$ cat src/rtl/iram_loader_pkg.sv
// Shared definitions for the instruction-RAM boot loader: FSM state encoding,
// byte-stream framing constants and the length-validity helper.
package iram_loader_pkg;

   typedef enum logic [3:0] {
      IDLE,
      LEN_HI,
      LEN_LO,
      DATA_HI,
      DATA_LO,
      WRITE,
      CSUM,
      DONE,
      ERR
   } state_t;

   localparam int HDR_LEN  = 2;
   localparam int CSUM_LEN = 1;

   // A word count is usable only if it is non-zero and fits the address space
   function automatic logic len_ok(input logic [15:0] n, input int addr_w);
      return (n != 16'd0) && (32'(n) <= (32'd1 << addr_w));
   endfunction

endpackage

$ cat src/rtl/iram_loader.sv
// Instruction-RAM loader: receives a length-prefixed, checksummed byte stream
// and writes it as big-endian words into instruction memory starting at 0.
module iram_loader
   import iram_loader_pkg::*;
#(
   parameter int ADDR_W = 8,
   parameter int DATA_W = 16
) (
   input  logic              clock,
   input  logic              reset_n,
   input  logic              start,
   input  logic [7:0]        rx_data,
   input  logic              rx_valid,
   output logic              rx_ready,
   output logic              wr_en,
   output logic [ADDR_W-1:0] wr_addr,
   output logic [DATA_W-1:0] wr_data,
   output logic              busy,
   output logic              done,
   output logic              error,
   output logic [ADDR_W:0]   words_loaded
);

   state_t            state;
   state_t            state_next;
   logic [15:0]       len;
   logic [7:0]        data_hi;
   logic [7:0]        csum;
   logic [ADDR_W-1:0] addr;
   logic              accept;
   logic              last_word;

   assign accept    = rx_valid && rx_ready;
   assign last_word = (32'(words_loaded) + 32'd1) == 32'(len);
   assign wr_addr   = addr;

   always_comb begin
      state_next = state;
      unique case (state)
         IDLE, DONE, ERR: if (start) state_next = LEN_HI;
         LEN_HI:  if (accept) state_next = LEN_LO;
         LEN_LO:  if (accept) state_next = len_ok({len[15:8], rx_data}, ADDR_W) ? DATA_HI : ERR;
         DATA_HI: if (accept) state_next = DATA_LO;
         DATA_LO: if (accept) state_next = WRITE;
         WRITE:   state_next = last_word ? CSUM : DATA_HI;
         CSUM:    if (accept) state_next = (rx_data == csum) ? DONE : ERR;
         default: state_next = IDLE;
      endcase
   end

   // Outputs are registered from the next state so they line up with it
   always_ff @(posedge clock or negedge reset_n) begin
      if (!reset_n) begin
         state        <= IDLE;
         rx_ready     <= 1'b0;
         busy         <= 1'b0;
         wr_en        <= 1'b0;
         done         <= 1'b0;
         error        <= 1'b0;
         wr_data      <= '0;
         len          <= '0;
         data_hi      <= '0;
         csum         <= '0;
         addr         <= '0;
         words_loaded <= '0;
      end else begin
         state    <= state_next;
         rx_ready <= state_next inside {LEN_HI, LEN_LO, DATA_HI, DATA_LO, CSUM};
         busy     <= !(state_next inside {IDLE, DONE, ERR});
         wr_en    <= (state_next == WRITE);
         done     <= (state_next == DONE);
         error    <= (state_next == ERR);

         unique case (state)
            IDLE, DONE, ERR: begin
               if (start) begin
                  addr         <= '0;
                  csum         <= '0;
                  words_loaded <= '0;
               end
            end
            LEN_HI: begin
               if (accept) begin
                  len[15:8] <= rx_data;
                  csum      <= csum + rx_data;
               end
            end
            LEN_LO: begin
               if (accept) begin
                  len[7:0] <= rx_data;
                  csum     <= csum + rx_data;
               end
            end
            DATA_HI: begin
               if (accept) begin
                  data_hi <= rx_data;
                  csum    <= csum + rx_data;
               end
            end
            DATA_LO: begin
               if (accept) begin
                  wr_data <= DATA_W'({data_hi, rx_data});
                  csum    <= csum + rx_data;
               end
            end
            WRITE: begin
               addr         <= addr + ADDR_W'(1);
               words_loaded <= words_loaded + (ADDR_W + 1)'(1);
            end
            default: ;
         endcase
      end
   end

endmodule

$ cat config.mk
export PLATFORM = sky130hd
export DESIGN_NAME = iram_loader
export DESIGN_NICKNAME = d
export VERILOG_FILES = /design/src/rtl/iram_loader_pkg.sv /design/src/rtl/iram_loader.sv
export SDC_FILE = /design/constraint.sdc
export NUM_CORES = 1
export LEC_CHECK = 0
export CORE_AREA = 2 2 79 89
export CTS_CLUSTER_SIZE = 24
export DETAILED_ROUTE_END_ITERATION = 10
export DIE_AREA = 0 0 81 91
export GPL_TIMING_DRIVEN = 0
export PLACE_DENSITY = 0.88
export SLEW_MARGIN = 30
export SYNTH_ARGS = -nofsm -noshare
export SYNTH_HDL_FRONTEND = slang
export SYNTH_SLANG_ARGS = --single-unit
$ cat constraint.sdc
create_clock -name clock -period 6.3 [get_ports clock]
set_input_delay 1.26 -clock clock [delete_from_list [all_inputs] [get_ports clock]]
set_output_delay 1.26 -clock clock [all_outputs]
set_load 0.005 [all_outputs]
==> results of run 1 <==
==> cell usage after synthesis (9+ instances only) <==
library cell,n,area (sq um)
a21oi_1,11,55.05
clkbuf_1,10,37.54
dfrtp_1,74,1852
ha_1,9,112.6
inv_1,11,41.29
mux2_2,27,304.0
nand2_1,49,183.9
nand3_1,19,95.09
nand4_1,10,62.56
nor2_1,19,71.32
o21ai_0,36,180.2
o31ai_1,9,67.56
xnor2_1,9,78.83
==> critical path: stages <==
cell	delay [ns]
clkdlybuf4s50_1	0.56
ha_1	0.42
nor4_1	0.65
a31oi_1	0.19
nor4b_1	0.50
a21oi_1	0.17
and4_1	0.25
nor2_1	0.09
==> layer usage <==
layer  GRT usage  up-vias  part of all wire  wire (um)
met5           0        -                 0          0
met4      0.1257        0             0.031        283
met3     0.05666       31             0.049        441
met2      0.4304      128              0.51       4632
met1      0.3340     1540              0.41       3649
li1            -     1464                 -          -
==> kinds of logic after synthesis <==
family,share of synthesized area
AOI/OAI and AO/OA,0.1257
xor gates and xnor gates,0.03979
adders and majority gates,0.03544
buffers and inverters,0.02842
DFF,0.4948
muxes,0.09462
and+or+nand+nor,0.1812
==> power groups by stage <==
stage               registers [W]  logic, W  clock network (W)
floorplan                0.000739  0.000451                  0
global placement         0.000752  0.000664                  0
detailed placement       0.000764  0.000697                  0
CTS                      0.000757  0.000710           0.000392
global route             0.000779  0.000789           0.000412
finish                   0.000762  0.000716           0.000391
==> sequential cells by signal, indices dropped and copies added, names as in the netlist <==
name and flops:
words_loaded 9, error 1, wr_data 16, wr_addr 8, busy 1, csum 8, rx_ready 1, wr_en 1
done 1, len 16, state 4, data_hi 8
==> cell type report <==
type                            count  area [sq um]
Tap cell                           82         102.6
Fill cell                         463          1871
Sequential cell                    74          1852
Clock buffer                        9         123.9
Timing Repair Buffer               50         508.0
Buffer                             15         61.31
Clock inverter                      7         82.58
Inverter                           12         45.04
Multi-Input combinational cell    271          1793
==> per-stage QoR <==
| step | setup WS (ns) | utilization | hold slack [ns] | cell area [sq um] | cells |
|---|---|---|---|---|---|
| after floorplan | 3.451 | - | 0.4348 | 3742 | 372 |
| after global placement | 1.492 | 0.6733 | 0.4493 | 4335 | 503 |
| after detailed placement | 2.317 | 0.6761 | 0.4618 | 4353 | 504 |
| after CTS | 2.598 | 0.7081 | 0.4833 | 4559 | 520 |
| after global routing | 2.433 | 0.7095 | 0.5084 | 4568 | 520 |
| final | 2.506 | 0.7095 | 0.4790 | 4568 | 520 |
==> how the worst min path moves through the flow <==
stage	start	end	slack (ns)	depth (start not counted)
2_1_floorplan	data_hi[2]$_DFFE_PN0P_	wr_data[10]$_DFFE_PN0P_	0.43	2
3_3_place_gp	data_hi[1]$_DFFE_PN0P_	wr_data[9]$_DFFE_PN0P_	0.45	2
3_5_place_dp	data_hi[0]$_DFFE_PN0P_	wr_data[8]$_DFFE_PN0P_	0.46	2
4_1_cts	data_hi[1]$_DFFE_PN0P_	wr_data[9]$_DFFE_PN0P_	0.48	2
5_1_grt	wr_data[14]$_DFFE_PN0P_	wr_data[14]$_DFFE_PN0P_	0.51	2
6_report	data_hi[0]$_DFFE_PN0P_	wr_data[8]$_DFFE_PN0P_	0.48	2
==> flow_metrics.env, run 1 <==
export IMPL_run_status="finished, final reports clean"
export IMPL_timing_critical_path_required_ns=6.59
export IMPL_postSynth_topFlopCell="dfrtp_1"
export IMPL_leakagePower_nw=2.005
export IMPL_timing_max_slew_rel_slack=0.4618
export IMPL_flop_and_latch_count_out_of_synthesis=74
export IMPL_tritoncts="built"
export IMPL_critical_path_reg2reg_endpoint="rx_ready$_DFF_PN0_"
export IMPL_rows=31
export IMPL_switching_part_of_the_total=0.3676
export IMPL_clock_skew_ns=0.01974
export IMPL_power_frac_comb=0.383
export IMPL_drtIter0Drc=263
export IMPL_synth_async_reset_ratio=1.000
export IMPL_area_growth_syn_to_layout_pct=22.07
export IMPL_power_frac_seq=0.408
export IMPL_r2r_setup_slack_ns=3.68
export IMPL_cts_setup_buffers=0
export IMPL_post_route_cells_drive_above_1_share=0.1256
export IMPL_ys_warnings_count=0
export IMPL_cts_inserted_buffers=9
export IMPL_cts_reportedPaths_clkPinSlew_ns=0.09
export IMPL_finalHoldViolations=0
export IMPL_route_detailed_wl_per_inst_um=17.32
export IMPL_route_vias_total=3163
export IMPL_wire_length_of_the_first_global_routing_pass_um=14880
export IMPL_gr_usage_all_layers=0.2652
export IMPL_die_w_um=81
export IMPL_capture_point_of_the_critical_path="rx_ready$_DFF_PN0_"
export IMPL_rsz_0062_raised_after_global_routing="no"
export IMPL_start_kind="input port"
export IMPL_insertion_delay_ns=0.37
export IMPL_tightestPinTransition_ns=0.8044
export IMPL_critical_path_arrival_ns=4.09
export IMPL_number_of_antenna_violations_at_the_first_check_in_global_routing=0
export IMPL_seq_area_frac_synth=0.4948
export IMPL_cp_max_fo=6
export IMPL_nets=455
export IMPL_syn_mean_instance_area_sq_um=10.06
export IMPL_antenna_cells=0
export IMPL_r2r_cells=7
export IMPL_postRouteWirelength_um=9007
export IMPL_synth_edf_count=0
export IMPL_most_common_cell_after_layout_fill_and_taps_aside="dfrtp_1"
export IMPL_drc=0
export IMPL_count_of_h_tree_levels_built_during_cts=3
export IMPL_dp_final_hpwl_um=6302
export IMPL_setup_viol=0
export IMPL_power_ir_vdd_worst_uv=389.9
export IMPL_max_cap_violations=0
export IMPL_floorplan_initialDensity=0.5812
export IMPL_cts_sink_count=74
export IMPL_timing_setup_critical_path_class="input port to flip-flop"
export IMPL_netSwitchingPower_w=0.0006869
export IMPL_core_area_sq_um=6439
export IMPL_drt_first_pass_iters=6
export IMPL_io_pins=50
export IMPL_grt_start_max_net_pins=40
export IMPL_p_int_w=0.001182
export IMPL_routabilityCongestion=0.9131
export IMPL_cts_buffer_depth=2
export IMPL_detail_route_antenna_nets=0
export IMPL_routed_via_density=6.083
export IMPL_mappedNetlistArea_sq_um=3742
export IMPL_max_clock_freq_ghz=0.2636
export IMPL_final_period_minus_worst_setup_slack_ns=3.794
export IMPL_setup_tns_ns=0
export IMPL_min_period_over_period=0.6022
export IMPL_dieArea_sq_um=7371
export IMPL_clockRootBuffer="clkbuf_8"
export IMPL_cts_hold_buf=0
export IMPL_syn_num_nets=394
export IMPL_worstSetupStartpoint="rx_data[3]"
export IMPL_remaining_global_route_overflow=0
export IMPL_cts_resized_gates=0
export IMPL_design_power_total_w=0.001869
export IMPL_yosys_cell_types_count=48
export IMPL_numPortBuffers=49
export IMPL_postSynthCellCount=372
export IMPL_layout_cells_most_common_list="74 x dfrtp_1, 49 x nand2_1, 48 x clkdlybuf4s50_1"
export IMPL_clkPwrFrac=0.209
export IMPL_startpoint_of_the_worst_register_to_register_path="csum[3]$_DFFE_PN0P_"
export IMPL_timing_final_max_slew_violations=0
export IMPL_grt_pass1_vias=3072
export IMPL_die_height_um=91
export IMPL_timing_hold_worst_class="flip-flop to flip-flop"
export IMPL_powerDensity_nw_per_um2=409.1
export IMPL_cp_end_kind="flip-flop"
Power figures use the tool's default switching activity.
==> run 2: changes to the inputs <==
- CORE_AREA: 2 2 79 89 -> 2 2 82 92
- DIE_AREA: 0 0 81 91 -> 0 0 84 94
- PLACE_DENSITY: 0.88 -> 0.83
- clock period: 6.3 -> 3.8 ns (I/O delays scaled with it)
==> run 2 against run 1 <==
  * Via count fell by 1.0%
  * Total power rose by 65%
  * Hold slack got worse by 0.12 ns
  * Setup slack got worse by 1.8 ns
  * Non-clock buffer count did not move
  * Critical path depth did not move
  * First-iteration DRC count fell by 22%
  * Clock skew fell by 0.0065 ns
  * Final cell count rose by 0.58%
  * Register-to-register slack got worse by 2.4 ns
  * Combinational power rose by 63%
  * Die area rose by 7.1%
  * Critical path type unchanged
  * Largest cell class unchanged
==> flow_metrics.env, run 2 (synthesis gave the netlist of run 1 again) <==
export IMPL_most_common_cell_after_layout_fill_and_taps_aside="dfrtp_1"
export IMPL_powerDensity_nw_per_um2=672.8
export IMPL_clkPwrFrac=0.212
export IMPL_numPortBuffers=49
export IMPL_die_w_um=84
export IMPL_insertion_delay_ns=0.36
export IMPL_cp_max_fo=6
export IMPL_netSwitchingPower_w=0.001116
export IMPL_finalNonFillerCells=523
export IMPL_grt_pass1_vias=3005
export IMPL_count_of_h_tree_levels_built_during_cts=3
export IMPL_cts_reportedPaths_clkPinSlew_ns=0.08
export IMPL_max_cap_violations=0
export IMPL_grt_util_met3=0.06327
export IMPL_worst_path_buf_inv=1
export IMPL_post_route_cells_drive_above_1_share=0.1256
export IMPL_finalHoldViolations=0
export IMPL_power_frac_comb=0.382
export IMPL_worst_path_dominant_cell_family="simple AND/OR/NAND/NOR gates"
export IMPL_nFillCells=550
export IMPL_timing_critical_path_cells="clkdlybuf4s50_1 > ha_1 > nor4_1 > a31oi_1 > nor4b_1 > a21oi_1 > and4_1 > nor2_1"
export IMPL_routed_via_density=5.987
export IMPL_min_period_over_period=0.8143
export IMPL_globalRouteMet2Util=0.3967
export IMPL_core_area_sq_um=6927
export IMPL_io_pins=50
export IMPL_floorplan_initialDensity=0.5403
export IMPL_design_power_total_w=0.003076
export IMPL_gr_usage_all_layers=0.2314
export IMPL_layout_cell_area_non_filler_sq_um=4572
export IMPL_timing_final_max_slew_violations=0
export IMPL_area_growth_syn_to_layout_pct=22.17
export IMPL_remaining_global_route_overflow=0
export IMPL_die_height_um=94
export IMPL_final_period_minus_worst_setup_slack_ns=3.094
export IMPL_clockRootBuffer="clkbuf_8"
export IMPL_capture_point_of_the_critical_path="rx_ready$_DFF_PN0_"
export IMPL_cts_hold_buf=0
export IMPL_max_clock_freq_ghz=0.3232
export IMPL_critical_path_slowest_cell="clkdlybuf4s50_1"
export IMPL_r2r_setup_slack_ns=1.30
export IMPL_timing_max_slew_rel_slack=0.5411
export IMPL_route_detailed_wl_per_inst_um=16.67
export IMPL_rows=32
export IMPL_start_kind="input port"
export IMPL_p_int_w=0.001960
export IMPL_cts_sink_count=74
export IMPL_cts_buffer_depth=2
export IMPL_placed_cell_area_sq_um=4365
export IMPL_routabilityCongestion=0.9074
export IMPL_startpoint_of_the_worst_register_to_register_path="words_loaded[0]$_DFFE_PN0P_"
export IMPL_drtIter0Drc=206
export IMPL_cts_resized_gates=0
export IMPL_r2r_cells=8
export IMPL_critical_path_arrival_ns=3.38
export IMPL_timing_critical_path_required_ns=4.08
export IMPL_tritoncts="built"
export IMPL_cp_num_cells=8
export IMPL_wire_length_of_the_first_global_routing_pass_um=14450
export IMPL_leakagePower_nw=1.998
export IMPL_setup_viol=0
export IMPL_drc=0
export IMPL_tightestPinTransition_ns=0.6864
export IMPL_run_status="finished, final reports clean"
export IMPL_setup_tns_ns=0
export IMPL_timing_hold_worst_class="input port to asynchronous set/reset pin"
export IMPL_worstSetupStartpoint="rx_data[3]"
export IMPL_power_ir_vdd_worst_uv=393.7
export IMPL_globalRouteMet1Util=0.2893
export IMPL_layout_cells_most_common_list="74 x dfrtp_1, 49 x nand2_1, 48 x clkdlybuf4s50_1"
export IMPL_drt_first_pass_iters=5
export IMPL_grt_start_max_net_pins=41
export IMPL_grt_busiest_layer="met2"
export IMPL_cts_setup_buffers=0
export IMPL_timing_critical_path_slowest_cell_delay_ns=0.55
export IMPL_dp_final_hpwl_um=6080
export IMPL_postRouteWirelength_um=8721
export IMPL_largestRegisters="len x16, wr_data x16, words_loaded x9"
export IMPL_clock_skew_ns=0.01324
export IMPL_dieArea_sq_um=7896
export IMPL_power_frac_seq=0.406
export IMPL_route_vias_total=3131
export IMPL_cp_end_kind="flip-flop"
export IMPL_number_of_antenna_violations_at_the_first_check_in_global_routing=0
export IMPL_cts_inserted_buffers=9
export IMPL_antenna_cells=0
export IMPL_critical_path_reg2reg_endpoint="state[0]$_DFF_PN0_"
export IMPL_detail_route_antenna_nets=0
export IMPL_timing_setup_critical_path_class="input port to flip-flop"
export IMPL_dpl_cell_count=507
export IMPL_switching_part_of_the_total=0.3629
export IMPL_rsz_0062_raised_after_global_routing="no"
export IMPL_nets=455
-- run 2: cell types whose count changed in the layout (fill, tap and decap cells not counted), sizes merged --
cell,previous run,this run
clkinvlp,0,2
clkinv,3,1
-- run 2: through the flow --
stage,utilization,hold WS (ns),setup slack (ns)
2_1_floorplan,-,0.4348,1.451
3_3_place_gp,0.6264,0.4463,-0.5766
3_5_place_dp,0.6302,0.4619,0.4648
4_1_cts,0.6600,0.3598,0.7845
5_1_grt,0.6600,0.3766,0.4481
6_report,0.6600,0.3542,0.7058
-- run 2: worst min-delay path by stage --
stage | from | end | slack, ns | cells after the start
detailed placement | data_hi[0]$_DFFE_PN0P_ | wr_data[8]$_DFFE_PN0P_ | 0.46 | 2
finish | reset_n | wr_addr[5]$_DFFE_PN0P_ | 0.35 | 1
CTS | reset_n | words_loaded[6]$_DFFE_PN0P_ | 0.36 | 1
floorplan | data_hi[2]$_DFFE_PN0P_ | wr_data[10]$_DFFE_PN0P_ | 0.43 | 2
global route | reset_n | wr_addr[6]$_DFFE_PN0P_ | 0.38 | 1
global placement | data_hi[2]$_DFFE_PN0P_ | wr_data[10]$_DFFE_PN0P_ | 0.45 | 2
-- run 2: routing by layer --
metal	vias to the layer above	part of all wire
met1	1542	0.43
met4	0	0.023
met5	-	0
li1	1460	-
met3	16	0.054
met2	113	0.49
-- run 2: area by class of cell --
class	instances	area, sq um	area share
sequential	74	1852	0.4050
inverter	12	45.04	0.009852
buffer	15	61.31	0.01341
clock inverter	7	82.58	0.01806
tap	85	106.4	0.02326
clock buffer	9	123.9	0.02709
multi-input combinational	271	1793	0.3922
timing repair buffer	50	508.0	0.1111
-- run 2: power groups by stage --
stage	logic (W)	registers, W	clock network (W)
4_1_cts	0.00117	0.00125	0.000663
5_1_grt	0.00130	0.00128	0.000703
3_3_place_gp	0.00110	0.00125	0
6_report	0.00117	0.00125	0.000654
3_5_place_dp	0.00116	0.00126	0
2_1_floorplan	0.000748	0.00122	0
==> run 3: changes to the inputs <==
- clock period: 3.8 -> 2.9 ns (I/O delays scaled with it)
==> run 3 against run 2 <==
  * Clock-buffer cell count stayed put
  * Highest routed layer unchanged
  * Critical path depth did not move
  * Via count grew 0.96%
  * Sequential share of layout area down 0.11 points
  * Sequential power is 31% higher
  * Clock power grew 32%
  * Total power is 32% higher
==> flow_metrics.env, run 3 (synthesis gave the netlist of run 1 again) <==
export IMPL_r2r_cells=8
export IMPL_drtIter0Drc=207
export IMPL_largestRegisters="len x16, wr_data x16, words_loaded x9"
export IMPL_cp_end_kind="flip-flop"
export IMPL_layout_cell_area_non_filler_sq_um=4584
export IMPL_die_w_um=84
export IMPL_routabilityCongestion=0.9074
export IMPL_design_power_total_w=0.004046
export IMPL_max_clock_freq_ghz=0.3764
export IMPL_max_cap_violations=0
export IMPL_wire_length_of_the_first_global_routing_pass_um=14450
export IMPL_cp_num_cells=8
export IMPL_netSwitchingPower_w=0.001475
export IMPL_nFillCells=550
export IMPL_dieArea_sq_um=7896
export IMPL_finalHoldViolations=0
export IMPL_io_pins=50
export IMPL_route_detailed_wl_per_inst_um=16.77
export IMPL_timing_critical_path_cells="clkdlybuf4s50_1 > ha_1 > nor4_2 > a31oi_1 > nor4b_2 > a21oi_1 > and4_1 > nor2_1"
export IMPL_numPortBuffers=49
export IMPL_powerDensity_nw_per_um2=882.6
export IMPL_p_int_w=0.002571
export IMPL_insertion_delay_ns=0.36
export IMPL_rows=32
export IMPL_most_common_cell_after_layout_fill_and_taps_aside="dfrtp_1"
export IMPL_run_status="finished, final reports clean"
export IMPL_number_of_antenna_violations_at_the_first_check_in_global_routing=0
export IMPL_critical_path_slowest_cell="clkdlybuf4s50_1"
export IMPL_worst_path_dominant_cell_family="simple AND/OR/NAND/NOR gates"
export IMPL_power_frac_comb=0.383
export IMPL_grt_pass1_vias=3005
export IMPL_critical_path_reg2reg_endpoint="state[0]$_DFF_PN0_"
export IMPL_timing_max_slew_rel_slack=0.5405
export IMPL_timing_final_max_slew_violations=0
export IMPL_floorplan_initialDensity=0.5403
export IMPL_r2r_setup_slack_ns=0.41
export IMPL_switching_part_of_the_total=0.3645
export IMPL_timing_setup_critical_path_class="input port to flip-flop"
export IMPL_power_ir_vdd_worst_uv=521.9
export IMPL_cts_sink_count=74
export IMPL_setup_slack_ns=0.2430
export IMPL_gr_usage_all_layers=0.2314
export IMPL_detail_route_antenna_nets=0
export IMPL_postRouteWirelength_um=8769
export IMPL_timing_hold_worst_class="input port to asynchronous set/reset pin"
export IMPL_tightestPinTransition_ns=0.6842
export IMPL_power_frac_seq=0.404
export IMPL_cts_inserted_buffers=9
export IMPL_cp_max_fo=6
export IMPL_leakagePower_nw=1.999
export IMPL_startpoint_of_the_worst_register_to_register_path="words_loaded[0]$_DFFE_PN0P_"
export IMPL_rsz_0062_raised_after_global_routing="no"
export IMPL_route_vias_total=3161
export IMPL_remaining_global_route_overflow=0
export IMPL_cts_reportedPaths_clkPinSlew_ns=0.09
export IMPL_layout_cells_most_common_list="74 x dfrtp_1, 49 x nand2_1, 48 x clkdlybuf4s50_1"
export IMPL_antenna_cells=0
export IMPL_critical_path_arrival_ns=2.95
export IMPL_min_period_over_period=0.9162
export IMPL_tritoncts="built"
export IMPL_final_period_minus_worst_setup_slack_ns=2.657
export IMPL_drt_first_pass_iters=4
export IMPL_timing_critical_path_required_ns=3.19
export IMPL_dp_final_hpwl_um=6080
export IMPL_worst_path_buf_inv=1
export IMPL_clock_skew_ns=0.01350
export IMPL_start_kind="input port"
export IMPL_cts_buffer_depth=2
export IMPL_area_growth_syn_to_layout_pct=22.50
export IMPL_count_of_h_tree_levels_built_during_cts=3
export IMPL_cts_hold_buf=0
export IMPL_grt_start_max_net_pins=41
export IMPL_post_place_ws_ns=-0.2552
export IMPL_placed_cell_area_sq_um=4365
export IMPL_clkPwrFrac=0.213
export IMPL_clockRootBuffer="clkbuf_8"
export IMPL_post_route_cells_drive_above_1_share=0.1301
export IMPL_die_height_um=94
export IMPL_timing_critical_path_slowest_cell_delay_ns=0.57
export IMPL_setup_viol=0
export IMPL_routed_via_density=6.044
export IMPL_drc=0
export IMPL_nets=455
export IMPL_core_area_sq_um=6927
## run 3: cell counts in the layout (fill, tap and decap cells not counted)
No cell type changed its count.
## run 3: area by class of cell
cell class / instances / area (sq um) / share of cell area
clock inverters: 7 / 82.58 / 0.01801
repair buffers: 50 / 508.0 / 0.1108
multi-input cells: 271 / 1805 / 0.3938
plain buffers: 15 / 61.31 / 0.01337
clock buffers: 9 / 123.9 / 0.02702
flip-flops and latches: 74 / 1852 / 0.4039
inverters: 12 / 45.04 / 0.009825
well taps: 85 / 106.4 / 0.02320
## run 3: worst max path at each step
stage	start	end	slack, ns
finish	rx_data[3]	rx_ready$_DFF_PN0_	0.24
floorplan	rx_data[3]	rx_ready$_DFF_PN0_	0.73
global placement	reset_n	data_hi[0]$_DFFE_PN0P_	-1.30
CTS	rx_data[3]	rx_ready$_DFF_PN0_	0.06
global route	rx_data[0]	csum[6]$_DFFE_PN0P_	0.07
detailed placement	rx_data[3]	rx_ready$_DFF_PN0_	-0.26
## run 3: routing by layer
layer	track usage	part of all wire	vias up
li1	-	-	1458
met1	0.2893	0.43	1572
met2	0.3967	0.49	115
met3	0.06327	0.053	16
met4	0.06452	0.019	0
met5	0	0	-
## run 3: repair_timing
item	4_1_cts	5_1_grt
gates resized for setup	0	2
setup endpoints to repair	0	4
buffers inserted	0	0
## run 3: power by group through the flow
stage | Sequential, W | Clock [W] | Combinational (W)
after global placement | 0.00163 | 0 | 0.00144
after CTS | 0.00163 | 0.000869 | 0.00154
final | 0.00164 | 0.000862 | 0.00155
after detailed placement | 0.00164 | 0 | 0.00152
after global routing | 0.00167 | 0.000921 | 0.00171
after floorplan | 0.00160 | 0 | 0.000980
## run 3: stage by stage
step                        util  instances  hold WS [ns]  TNS [ns]
after floorplan                -        372        0.2844         0
final                     0.6619        523        0.1698         0
after global placement    0.6264        506        0.4463    -96.04
after CTS                 0.6600        523        0.1798         0
after detailed placement  0.6302        507        0.4619   -0.8851
after global routing      0.6619        523        0.1966         0
